**config.mk**
```make
export PLATFORM = sky130hd
export DESIGN_NAME = fetch_seq_flat
export DESIGN_NICKNAME = d
export VERILOG_FILES = /design/src/rtl/fetch_seq_if.sv /design/src/rtl/fetch_seq.sv /design/src/flat_wrapper.sv
export SDC_FILE = /design/constraint.sdc
export NUM_CORES = 1
export LEC_CHECK = 0
export CAP_MARGIN = 30
export CORE_UTILIZATION = 52
export DETAILED_ROUTE_END_ITERATION = 10
export PLACE_DENSITY = 0.84
export SYNTH_ARGS = -nofsm -noshare
export SYNTH_HDL_FRONTEND = slang
export SYNTH_SLANG_ARGS = --single-unit
```
**constraint.sdc**
```tcl
create_clock -name cpu_clk -period 2.8 [get_ports cpu_clk]
set_clock_uncertainty 0.2 [all_clocks]
set_input_delay 0.56 -clock cpu_clk [delete_from_list [all_inputs] [get_ports cpu_clk]]
set_output_delay 0.56 -clock cpu_clk [all_outputs]
set_load 0.05 [all_outputs]
```
**src/rtl/fetch_seq_if.sv**
```systemverilog
// -----------------------------------------------------------------------------
// fetch_seq_if
//   Bundles the signals around the fetch sequencer into one interface:
//   the instruction-memory req/ack port, the decode issue port and the
//   branch/jump redirect port.
//
//   Signals
//     mem_req    sequencer -> memory  read request
//     mem_addr   sequencer -> memory  16-bit word address of the request
//     mem_ack    memory -> sequencer  read data valid, completes the request
//     mem_rdata  memory -> sequencer  16-bit read data
//     dec_ready  decode -> sequencer  decode can accept an instruction
//     ins        sequencer -> decode  instruction word
//     ins_en     sequencer -> decode  one-cycle issue strobe
//     ext        sequencer -> decode  extension word (0 when none)
//     ins_pc     sequencer -> decode  word address of the issued instruction
//     redir_en   branch -> sequencer  one-cycle redirect request
//     redir_pc   branch -> sequencer  redirect target word address
//
//   master: the sequencer side.  slave: memory/decode/branch side.
// -----------------------------------------------------------------------------
interface fetch_seq_if;
   logic        mem_req;
   logic [15:0] mem_addr;
   logic        mem_ack;
   logic [15:0] mem_rdata;
   logic        dec_ready;
   logic [15:0] ins;
   logic        ins_en;
   logic [15:0] ext;
   logic [15:0] ins_pc;
   logic        redir_en;
   logic [15:0] redir_pc;

   modport master (
      output mem_req, mem_addr, ins, ins_en, ext, ins_pc,
      input  mem_ack, mem_rdata, dec_ready, redir_en, redir_pc
   );

   modport slave (
      input  mem_req, mem_addr, ins, ins_en, ext, ins_pc,
      output mem_ack, mem_rdata, dec_ready, redir_en, redir_pc
   );
endinterface

```
**src/rtl/fetch_seq.sv**
```systemverilog
// -----------------------------------------------------------------------------
// fetch_seq
//   Instruction fetch sequencer feeding the decode stage.  Reads 16-bit
//   instruction words over a req/ack memory port, fetches an extension word
//   for JMPIMM opcodes, and issues ins/ext/ins_pc to decode with a one-cycle
//   ins_en strobe.  Tracks the program counter and accepts redirects from the
//   branch/jump path, squashing any in-flight fetch.
//
//   Ports
//     cpu_clk   clock, all logic on posedge
//     cpu_rst   synchronous active-high reset
//     bus       fetch_seq_if.master (memory, decode and redirect signals)
//
//   Parameters
//     RESET_PC  word address fetched first after reset
// -----------------------------------------------------------------------------
module fetch_seq #(
   parameter logic [15:0] RESET_PC = 16'h0000
) (
   input  logic        cpu_clk,
   input  logic        cpu_rst,
   fetch_seq_if.master bus
);

   // Opcode field and JMPIMM encoding, matching the shared opcode header.
   localparam logic [3:0] OPC_JMPIMM = 4'hC;

   function automatic logic is_jmpimm(input logic [15:0] word);
      return word[15:12] == OPC_JMPIMM;
   endfunction

   typedef enum logic [1:0] {
      FETCH_INS = 2'd0,
      FETCH_EXT = 2'd1,
      ISSUE     = 2'd2,
      FLUSH     = 2'd3
   } state_t;

   state_t      state_q;
   logic [15:0] pc_q;
   logic        mem_req_q;
   logic [15:0] mem_addr_q;
   logic [15:0] ins_hold_q;   // instruction waiting to issue
   logic [15:0] ext_hold_q;   // its extension word (0 when none)
   logic [15:0] ipc_hold_q;   // its word address
   logic [15:0] ins_q;
   logic [15:0] ext_q;
   logic [15:0] ins_pc_q;
   logic        ins_en_q;

   logic        ack_v;
   logic        req_pend;
   logic [15:0] pc_inc_d;

   // An ack only counts while a request is actually on the bus.
   assign ack_v    = bus.mem_ack & mem_req_q;
   // Request on the bus that is not completing this cycle; mem_req/mem_addr
   // must stay frozen for it.
   assign req_pend = mem_req_q & ~bus.mem_ack;
   assign pc_inc_d = pc_q + 16'd1;   // natural 16-bit wrap FFFF -> 0000

   always_ff @(posedge cpu_clk) begin
      if (cpu_rst) begin
         state_q    <= FETCH_INS;
         pc_q       <= RESET_PC;
         mem_req_q  <= 1'b0;
         mem_addr_q <= RESET_PC;
         ins_hold_q <= 16'h0000;
         ext_hold_q <= 16'h0000;
         ipc_hold_q <= 16'h0000;
         ins_q      <= 16'h0000;
         ext_q      <= 16'h0000;
         ins_pc_q   <= 16'h0000;
         ins_en_q   <= 1'b0;
      end else begin
         ins_en_q <= 1'b0;
         if (bus.redir_en) begin
            pc_q <= bus.redir_pc;
            if (req_pend) begin
               // Let the outstanding request finish on the bus, then drop it.
               state_q <= FLUSH;
            end else begin
               // Nothing in flight (or it completes now and is discarded).
               // After an ack the request must drop for a cycle.
               state_q    <= FETCH_INS;
               mem_req_q  <= ~ack_v;
               mem_addr_q <= bus.redir_pc;
            end
         end else begin
            case (state_q)
               FETCH_INS: begin
                  if (ack_v) begin
                     ins_hold_q <= bus.mem_rdata;
                     ipc_hold_q <= pc_q;
                     pc_q       <= pc_inc_d;
                     mem_req_q  <= 1'b0;
                     mem_addr_q <= pc_inc_d;
                     if (is_jmpimm(bus.mem_rdata)) begin
                        state_q <= FETCH_EXT;
                     end else begin
                        ext_hold_q <= 16'h0000;
                        state_q    <= ISSUE;
                     end
                  end else begin
                     mem_req_q <= 1'b1;
                  end
               end
               FETCH_EXT: begin
                  if (ack_v) begin
                     ext_hold_q <= bus.mem_rdata;
                     pc_q       <= pc_inc_d;
                     mem_req_q  <= 1'b0;
                     mem_addr_q <= pc_inc_d;
                     state_q    <= ISSUE;
                  end else begin
                     mem_req_q <= 1'b1;
                  end
               end
               ISSUE: begin
                  mem_req_q <= 1'b0;
                  if (bus.dec_ready) begin
                     ins_q     <= ins_hold_q;
                     ext_q     <= ext_hold_q;
                     ins_pc_q  <= ipc_hold_q;
                     ins_en_q  <= 1'b1;
                     mem_req_q <= 1'b1;
                     state_q   <= FETCH_INS;
                  end
               end
               FLUSH: begin
                  if (ack_v) begin
                     // Squashed data is dropped; resume at the redirected pc.
                     mem_req_q  <= 1'b0;
                     mem_addr_q <= pc_q;
                     state_q    <= FETCH_INS;
                  end else begin
                     mem_req_q <= 1'b1;
                  end
               end
               default: state_q <= FETCH_INS;
            endcase
         end
      end
   end

   assign bus.mem_req  = mem_req_q;
   assign bus.mem_addr = mem_addr_q;
   assign bus.ins      = ins_q;
   assign bus.ext      = ext_q;
   assign bus.ins_pc   = ins_pc_q;
   assign bus.ins_en   = ins_en_q;

endmodule

```
**src/flat_wrapper.sv**
```systemverilog
// flat-port wrapper written by rule: the top's interface ports become plain ports
module fetch_seq_flat 
#(
   parameter logic [15:0] RESET_PC = 16'h0000
)
  (cpu_clk, cpu_rst, bus_mem_req, bus_mem_addr, bus_ins, bus_ins_en, bus_ext, bus_ins_pc, bus_mem_ack, bus_mem_rdata, bus_dec_ready, bus_redir_en, bus_redir_pc);
  fetch_seq_if bus_i ();
  input  logic cpu_clk;
  input  logic cpu_rst;
  output wire logic [$bits(bus_i.mem_req)-1:0] bus_mem_req;
  output wire logic [$bits(bus_i.mem_addr)-1:0] bus_mem_addr;
  output wire logic [$bits(bus_i.ins)-1:0] bus_ins;
  output wire logic [$bits(bus_i.ins_en)-1:0] bus_ins_en;
  output wire logic [$bits(bus_i.ext)-1:0] bus_ext;
  output wire logic [$bits(bus_i.ins_pc)-1:0] bus_ins_pc;
  input wire logic [$bits(bus_i.mem_ack)-1:0] bus_mem_ack;
  input wire logic [$bits(bus_i.mem_rdata)-1:0] bus_mem_rdata;
  input wire logic [$bits(bus_i.dec_ready)-1:0] bus_dec_ready;
  input wire logic [$bits(bus_i.redir_en)-1:0] bus_redir_en;
  input wire logic [$bits(bus_i.redir_pc)-1:0] bus_redir_pc;
  assign bus_mem_req = bus_i.mem_req;
  assign bus_mem_addr = bus_i.mem_addr;
  assign bus_ins = bus_i.ins;
  assign bus_ins_en = bus_i.ins_en;
  assign bus_ext = bus_i.ext;
  assign bus_ins_pc = bus_i.ins_pc;
  assign bus_i.mem_ack = bus_mem_ack;
  assign bus_i.mem_rdata = bus_mem_rdata;
  assign bus_i.dec_ready = bus_dec_ready;
  assign bus_i.redir_en = bus_redir_en;
  assign bus_i.redir_pc = bus_redir_pc;
  fetch_seq #(.RESET_PC(RESET_PC)) u_core (.cpu_clk(cpu_clk), .cpu_rst(cpu_rst), .bus(bus_i));
endmodule
```
# Word-level counts from Yosys, hierarchy flattened
# Index checks and enable logic that the tools add are counted.
# classes
magnitude_cmp,0
div,0
mux,24
mul,0
shifts,0
reduce_logical,14
bitwise,6
eq_ne,13
n_addsub,1
# op_table
operator,n
$mux 16,9
$pmux 16 s2,2
$add 16x1->16 const B,1
$mux 2,7
$ne 3x2->1 const B,3
$pmux 2 s4,1
$reduce_and 4->1,2
$reduce_and 3->1,2
$reduce_bool 2->1,3
$reduce_or 3->1,2
$reduce_and 5->1,1
$eq 2x2->1 const B,2
$eq 4x4->1 const B,1
$mux 1,4
$ne 2x1->1 const B,2
$ne 2x2->1 const B,2
$not 1->1,4
$ne 3x1->1 const B,1
$ne 3x3->1 const B,1
$reduce_bool 3->1,1
$and 1x1->1,2
$eq 2x1->1 const B,1
$logic_not 2->1,1
$pmux 1 s2,1
2 further kinds,2
# totals
inputBits,37
mem_bits_rw,0
regBits,132
memories,0
word_cells,69
rom_bits,0
latchBits,0
out_inout_bits,66

# Depth between registers and ports, before layout
# Gate-level depths: netlist (run 1).
# logic_depth
word_depth,5
ltp_mapped,8
ltp_nobuf,5

# Worst setup path after synthesis (run 1)
# No wires, ideal clock.
# synth_timing
kind,reg2reg
startpoint,"register u_core.mem_req_q, in the netlist u_core.bus.mem_req"
endpoint,register u_core.pc_q[10]
path_buffers,1
synth_period_minus_slack_ns,2.303
path_stages_with_launch,6
arrival_time_ns,2.012
setup_slack_ns,0.497
cell_sequence,dfxtp_1 buf_2 nand3b_4 or4_1 or3_1 a311oi_1
# synth_via
elab_chain_len,3
# synth_lines
item,line_no,rtl
"start, declared",fetch_seq.sv:41,logic mem_req_q;
"start signal, assigned",fetch_seq.sv:86,mem_req_q <= ~ack_v;
$and 1x1->1,fetch_seq.sv:56,assign ack_v = bus.mem_ack & mem_req_q;
$reduce_bool 2->1 (no source line),-,
$reduce_and 2->1 (no source line),-,
"end signal, assigned",fetch_seq.sv:78,pc_q <= bus.redir_pc;
"end signal, assigned",fetch_seq.sv:95,pc_q <= pc_inc_d;
"end signal, assigned",fetch_seq.sv:111,pc_q <= pc_inc_d;
"end, declared",fetch_seq.sv:40,logic [15:0] pc_q;
# No other way between the ends.
# A chain may end at the register's enable or synchronous reset.

# Worst setup path in the final report (run 1)
# layout_timing
startpoint,"register u_core.mem_addr_q[10], in the netlist u_core.bus.mem_addr[10]"
endpoint,output port bus_mem_addr[10]
# layout_rtl
item,line_no,rtl
"start, declared",fetch_seq.sv:42,logic [15:0] mem_addr_q;
"start signal, assigned",fetch_seq.sv:87,mem_addr_q <= bus.redir_pc;
"start signal, assigned",fetch_seq.sv:97,mem_addr_q <= pc_inc_d;
"start signal, assigned",fetch_seq.sv:113,mem_addr_q <= pc_inc_d;
"end, declared",flat_wrapper.sv:11,output wire logic [$bits(bus_i.mem_addr)-1:0] bus_mem_addr;
# No word-level cell between the ends.

==> results of run 1 <==
-- per-stage QoR --
step	util, %	setup WS, ns
after floorplan	-	0.4971
after global placement	64.66	0.001034
after detailed placement	64.66	-0.03240
after CTS	70.77	0.3015
after global routing	70.77	0.2608
final	70.77	0.2961
-- cells in the mapped netlist, types with 3 or more instances --
cell type	n
dfxtp_1	132
o31ai_1	3
buf_2	12
nand3_1	12
inv_1	5
a32o_1	3
clkbuf_1	44
nor2_1	37
o211ai_1	8
a21o_1	3
a31oi_1	4
xnor2_1	10
nor3_1	15
nand2_1	178
and2_1	5
mux2i_1	5
o21a_1	4
a211oi_1	6
a22oi_1	15
a221oi_1	3
a21oi_1	86
or4_1	4
a311oi_1	6
nor2b_1	3
a21boi_0	4
nor4_1	5
or3_1	5
nand4_1	4
o21ai_0	7
-- layout by cell type, fill, tap and decap left out, types with 4 or more instances in the layout --
master           count
bufinv_16            4
clkbuf_16           16
and2_1               4
nand3_1             12
or3_1                5
a21oi_1             86
o211ai_1             8
nand4_1              4
nor4_1               5
a31oi_1              4
a311oi_1             6
clkdlybuf4s50_1    101
mux2i_1              5
nand2_1            178
xnor2_1             10
or4_1                4
nor3_1              15
a22oi_1             15
buf_4               23
a21boi_0             4
dfxtp_1            132
a211oi_1             6
nor2_1              36
o21a_1               4
o21ai_0              7
inv_1                5
-- area by class of cell --
type / count / area share, %
clock buffers: 19 / 5.935
clock inverters: 13 / 2.701
inverters: 6 / 0.3097
multi-input cells: 479 / 35.56
flip-flops and latches: 132 / 36.33
well taps: 136 / 2.340
repair buffers: 126 / 16.82
-- power breakdown --
part           internal [mW]  switching (mW)  total, mW
clock                   1.49           0.850       2.34
sequential              1.93          0.0595       1.99
combinational          0.183           0.279      0.462
-- state kept, by name (all words and copies together), names as in the netlist --
signal / flops
u_core.bus.ext: 16
u_core.bus.ins: 16
u_core.bus.ins_en: 1
u_core.bus.ins_pc: 16
u_core.bus.mem_addr: 16
u_core.bus.mem_req: 1
u_core.ext_hold_q: 16
u_core.ins_hold_q: 16
u_core.ipc_hold_q: 16
u_core.pc_q: 16
u_core.state_q: 2
-- worst min-delay path by stage --
stage	to	slack, ns
final	u_core.pc_q[0]$_SDFFE_PP0P_	0.22
after global routing	u_core.pc_q[0]$_SDFFE_PP0P_	0.23
after CTS	u_core.pc_q[0]$_SDFFE_PP0P_	0.20
after detailed placement	u_core.bus.ext[5]$_SDFFE_PP0P_	0.25
after global placement	u_core.bus.ext[15]$_SDFFE_PP0P_	0.24
after floorplan	u_core.bus.ext[14]$_SDFFE_PP0P_	0.23
-- routing by layer --
layer  vias to the layer above  part of all wire [%]
met5                         -                     0
met4                         0                   1.4
met3                        20                   5.5
met2                       173                    52
met1                      2498                    42
li1                       2524                     -
-- kinds of logic (layout without fill, tap and decap cells) --
| logic type | Yosys count | after routing | synth area share [%] |
|---|---|---|---|
| and+or+nand+nor | 295 | 295 | 24.81 |
| adders and majority gates | 1 | 1 | 0.2278 |
| buffers and inverters | 65 | 164 | 4.853 |
| muxes | 5 | 5 | 0.9114 |
| DFF | 132 | 132 | 48.12 |
| xor gates and xnor gates | 11 | 11 | 1.754 |
| AOI/OAI and AO/OA | 167 | 167 | 19.32 |
==> results.cfg, run 1 <==
[timing]
fin_crit_sh_pct = 89.43
rsz0062_at_grt = no
tightest_slew_ns = 0.6960
hold_viol_final = 0
fmax_mhz = 399.4
hold_ws_ns = 0.2234
setup_tns_ns = 0
relSlewSlack_pct = 53.60
finalSetupViolCount = 0
fin_crit_ns = 2.504
drv_slew = 0

[critical_path]
rr_startpoint = u_core.pc_q[0]$_SDFFE_PP0P_
startpoint = u_core.bus.mem_addr[10]$_SDFFE_PP0P_
crit_family = buffers and inverters
timing.rr.end = u_core.pc_q[10]$_SDFFE_PP0P_
reg2regPathDepth = 5
crit_cells = 1
crit_fanout = 3
path_class = flip-flop to primary output
crit_chain = clkdlybuf4s50_1
crit_required_ns = 2.04
critPathCaptureType = primary output
max_stage_delay_ns = 0.83
crit_end = bus_mem_addr[10]
worstSetupStartpointType = flip-flop
arrival_ns = 1.74
crit_slowest_cell = clkdlybuf4s50_1
path_buf_inv = 1
r2r_setup_slack_ns = 0.45

[finish]
regArea_mm2 = 0.002643
final_nets = 800
n_antenna_cell = 0
n_fill_cell = 807
final_cell_area_mm2 = 0.007273
finalNonFillerCells = 911
drive_gt1_share_pct = 9.032
area_growth_pct = 32.44
multi_input_comb_area_mm2 = 0.002586

[global_routing]
grt.busiest_layer = met2
grt_overflow = 0
grt_pass1_wl_mm = 24.28
grt_max_degree = 62
antenna_found_initial = 0
grt_util_met3_pct = 4.928
use_met1_pct = 33.37
grt_usage_pct = 27.66
grt_pass1_vias = 5122
global_route.usage.met2_pct = 48.63

[synth]
yosysSeqAreaShare_pct = 48.12
syn_area_mm2 = 0.005492
synth_top_area_cell = dfxtp_1
synthFlopType = dfxtp_1
syn_area_per_cell_um2 = 8.124
synth_warnings = 0
synth_top_cell_area_share_pct = 48.12
synthTopCellsByArea = dfxtp_1, nand2_1, a21oi_1
ys_types = 63
synth-edff-count = 0
ys_ff_latch = 132
syn-num-nets = 714
synthCells = 676
ys_async_sr_fraction_pct = 0

[power_and_ir_drop]
finalPower_mw = 4.789
peakVddDrop_uv = 361.9
p_per_area_mw_per_mm2 = 658.5
leakagePower_nw = 2.469

[clock_network]
cts_hold_buffers = 0
clkLatencyLatePin_ns = 0.51
post_cts.repair.setup_buffers = 0
clock_sinks = 132
clk_path_buf_depth = 2
tritoncts = done
clkTransAtPathRegs_ns = 0.06
cts_resized = 0
cts-buffers-inserted = 17
cts_root_buf = clkbuf_8
cts_max_level = 4

[route]
avgRoutedWirePerCell_um = 16.27
drtIter0Drc = 345
drcViolationCount = 0
drtPass1Iterations = 5
vias_per_cell = 5.724
wirelength_mm = 14.82
vias = 5215
ant_nets = 0

[floorplanning]
rows = 37
pin_count = 103
dieArea_mm2 = 0.01098
start_util_pct = 53.43
core_mm2 = 0.01028
die_x_um = 104.8
chipHeight_um = 104.8

[placement]
port_buffers = 102
dpl.hpwl_mm = 10.08
dpl.cell_count = 879
place_area_mm2 = 0.006645
gp_congestion = 0.9688

[outcome]
outcome = completed

[hold_path]
min-delay-path-class = input pin to flip-flop
hold_path.startpoint = cpu_rst
min_path_cells = 2

[job]
cap_violations = 0
No activity file was read; power rests on OpenSTA's default activity.
==> run 2, diff against run 1 <==
Settings changed: GPL_TIMING_DRIVEN set to 0, PLACE_DENSITY 0.84 to 0.8.
==> run 2 against run 1 <==
Net effect:
- clock-buffer cell count increased by 1
- maximum frequency decreased by 3.7%
- power increased by 4.2%
==> results.cfg, run 2 (same netlist as run 1, synthesis figures left out) <==
[timing]
tightest_slew_ns = 0.8295
fin_crit_ns = 2.599
fin_crit_sh_pct = 92.83
finalSetupViolCount = 0
relSlewSlack_pct = 44.49
drv_slew = 0
hold_viol_final = 0
setup_tns_ns = 0
fmax_mhz = 384.7
rsz0062_at_grt = no

[floorplanning]
core_mm2 = 0.01028
chipHeight_um = 104.8
die_x_um = 104.8
start_util_pct = 53.43
pin_count = 103
rows = 37
dieArea_mm2 = 0.01098

[route]
wl_met2_mm = 8.057
wirelength_mm = 16.72
met1_length_mm = 6.929
wl_met3_mm = 1.315
vias = 5505
vias_per_cell = 5.825
drtPass1Iterations = 8
drcViolationCount = 0
drtIter0Drc = 502
ant_nets = 0
highest_layer = met4
avgRoutedWirePerCell_um = 17.70

[placement]
dpl.hpwl_mm = 11.67
port_buffers = 101
gp_congestion = 0.9132

[critical_path]
arrival_ns = 2.85
rr_startpoint = u_core.state_q[0]$_SDFFE_PP0P_
critPathCaptureType = flip-flop
timing.rr.end = u_core.bus.ext[14]$_SDFFE_PP0P_
r2r_setup_slack_ns = 0.35
worstSetupStartpointType = input pin
crit_fanout = 10
max_stage_delay_ns = 0.70
reg2regPathDepth = 7
crit_required_ns = 3.05
path_class = input pin to flip-flop
crit_slowest_cell = clkdlybuf4s50_1
crit_chain = clkdlybuf4s50_1 -> nand4bb_1 -> nor2_1 -> clkbuf_1 -> nand2_1 -> a21oi_1

[global_routing]
grt_pass1_wl_mm = 26.82
grt_usage_pct = 31.44
antenna_found_initial = 0
grt_pass1_vias = 5298
grt_max_degree = 17
grt_overflow = 0

[clock_network]
tritoncts = done
cts-buffers-inserted = 17
clkTransAtPathRegs_ns = 0.06
cts_hold_buffers = 0
clkLatencyLatePin_ns = 0.53
post_cts.repair.setup_buffers = 0
clock_sinks = 132
clk_path_buf_depth = 2
cts_max_level = 4
cts_resized = 0
cts_root_buf = clkbuf_8

[finish]
drive_gt1_share_pct = 6.922
mostFrequentLayoutCells = nand2_1, dfxtp_1, clkdlybuf4s50_1
n_antenna_cell = 0
final_nets = 835
area_growth_pct = 33.77
final_core_util_pct = 71.48
final_common_cell = nand2_1

[power_and_ir_drop]
leakagePower_nw = 2.479
p_per_area_mw_per_mm2 = 679.0
peakVddDrop_uv = 369.5

[job]
cap_violations = 0

[hold_path]
hold_path.startpoint = u_core.ins_hold_q[11]$_SDFFE_PP0P_
min_path_cells = 2
min_to = u_core.bus.ins[11]$_SDFFE_PP0P_
min-delay-path-class = flip-flop to flip-flop

[outcome]
outcome = completed
## run 2: through the flow
stage | cells | instance area [um2] | setup slack [ns] | total power, mW | hold WS (ns)
2_1_floorplan | 676 | 5492 | 0.4971 | 2.298 | 0.2316
3_3_place_gp | 913 | 6673 | -0.2209 | 2.486 | 0.2377
3_5_place_dp | 913 | 6673 | -0.2875 | 2.493 | 0.2427
4_1_cts | 944 | 7341 | 0.2441 | 4.982 | 0.2486
5_1_grt | 945 | 7346 | 0.06093 | 5.125 | 0.2740
6_report | 945 | 7346 | 0.2008 | 4.988 | 0.2500
## run 2: area by class of cell
| type | count | area, um2 |
|---|---|---|
| Fill cell | 815 | 2932 |
| Sequential cell | 132 | 2643 |
| Multi-Input combinational cell | 479 | 2582 |
| Timing Repair Buffer | 102 | 1016 |
| Clock buffer | 20 | 445.4 |
| Buffer | 59 | 244.0 |
| Clock inverter | 11 | 222.7 |
| Tap cell | 136 | 170.2 |
| Inverter | 6 | 22.52 |
## run 2: worst max path at each step
stage | start | end | slack, ns | cells after the start
2_1_floorplan | u_core.bus.mem_req$_SDFFE_PP0N_ | u_core.pc_q[10]$_SDFFE_PP0P_ | 0.50 | 5
4_1_cts | bus_mem_ack | u_core.ins_hold_q[7]$_SDFFE_PP0P_ | 0.24 | 7
5_1_grt | bus_mem_ack | u_core.ext_hold_q[13]$_SDFFE_PP0P_ | 0.06 | 6
3_5_place_dp | bus_mem_ack | u_core.ext_hold_q[9]$_SDFFE_PP0P_ | -0.29 | 6
6_report | bus_mem_ack | u_core.ipc_hold_q[4]$_SDFFE_PP0P_ | 0.20 | 6
3_3_place_gp | bus_mem_ack | u_core.ipc_hold_q[4]$_SDFFE_PP0P_ | -0.22 | 6
## run 2: critical path: cells and delay by family
| kind | cells | cell delay, ns |
|---|---|---|
| and+or+nand+nor | 3 | 1.00 |
| buffers and inverters | 2 | 1.14 |
| AOI/OAI and AO/OA | 1 | 0.14 |
## run 2: power by group
part,switching (mW),internal [mW]
Combinational,0.315,0.177
Sequential,0.0420,1.93
Clock,0.844,1.68
Total,1.20,3.79
## run 2: layer usage
| layer | vias up | GRT usage [%] |
|---|---|---|
| met5 | - | 0 |
| met4 | 0 | 13.98 |
| met3 | 41 | 5.614 |
| met2 | 282 | 53.50 |
| met1 | 2595 | 38.84 |
| li1 | 2587 | - |
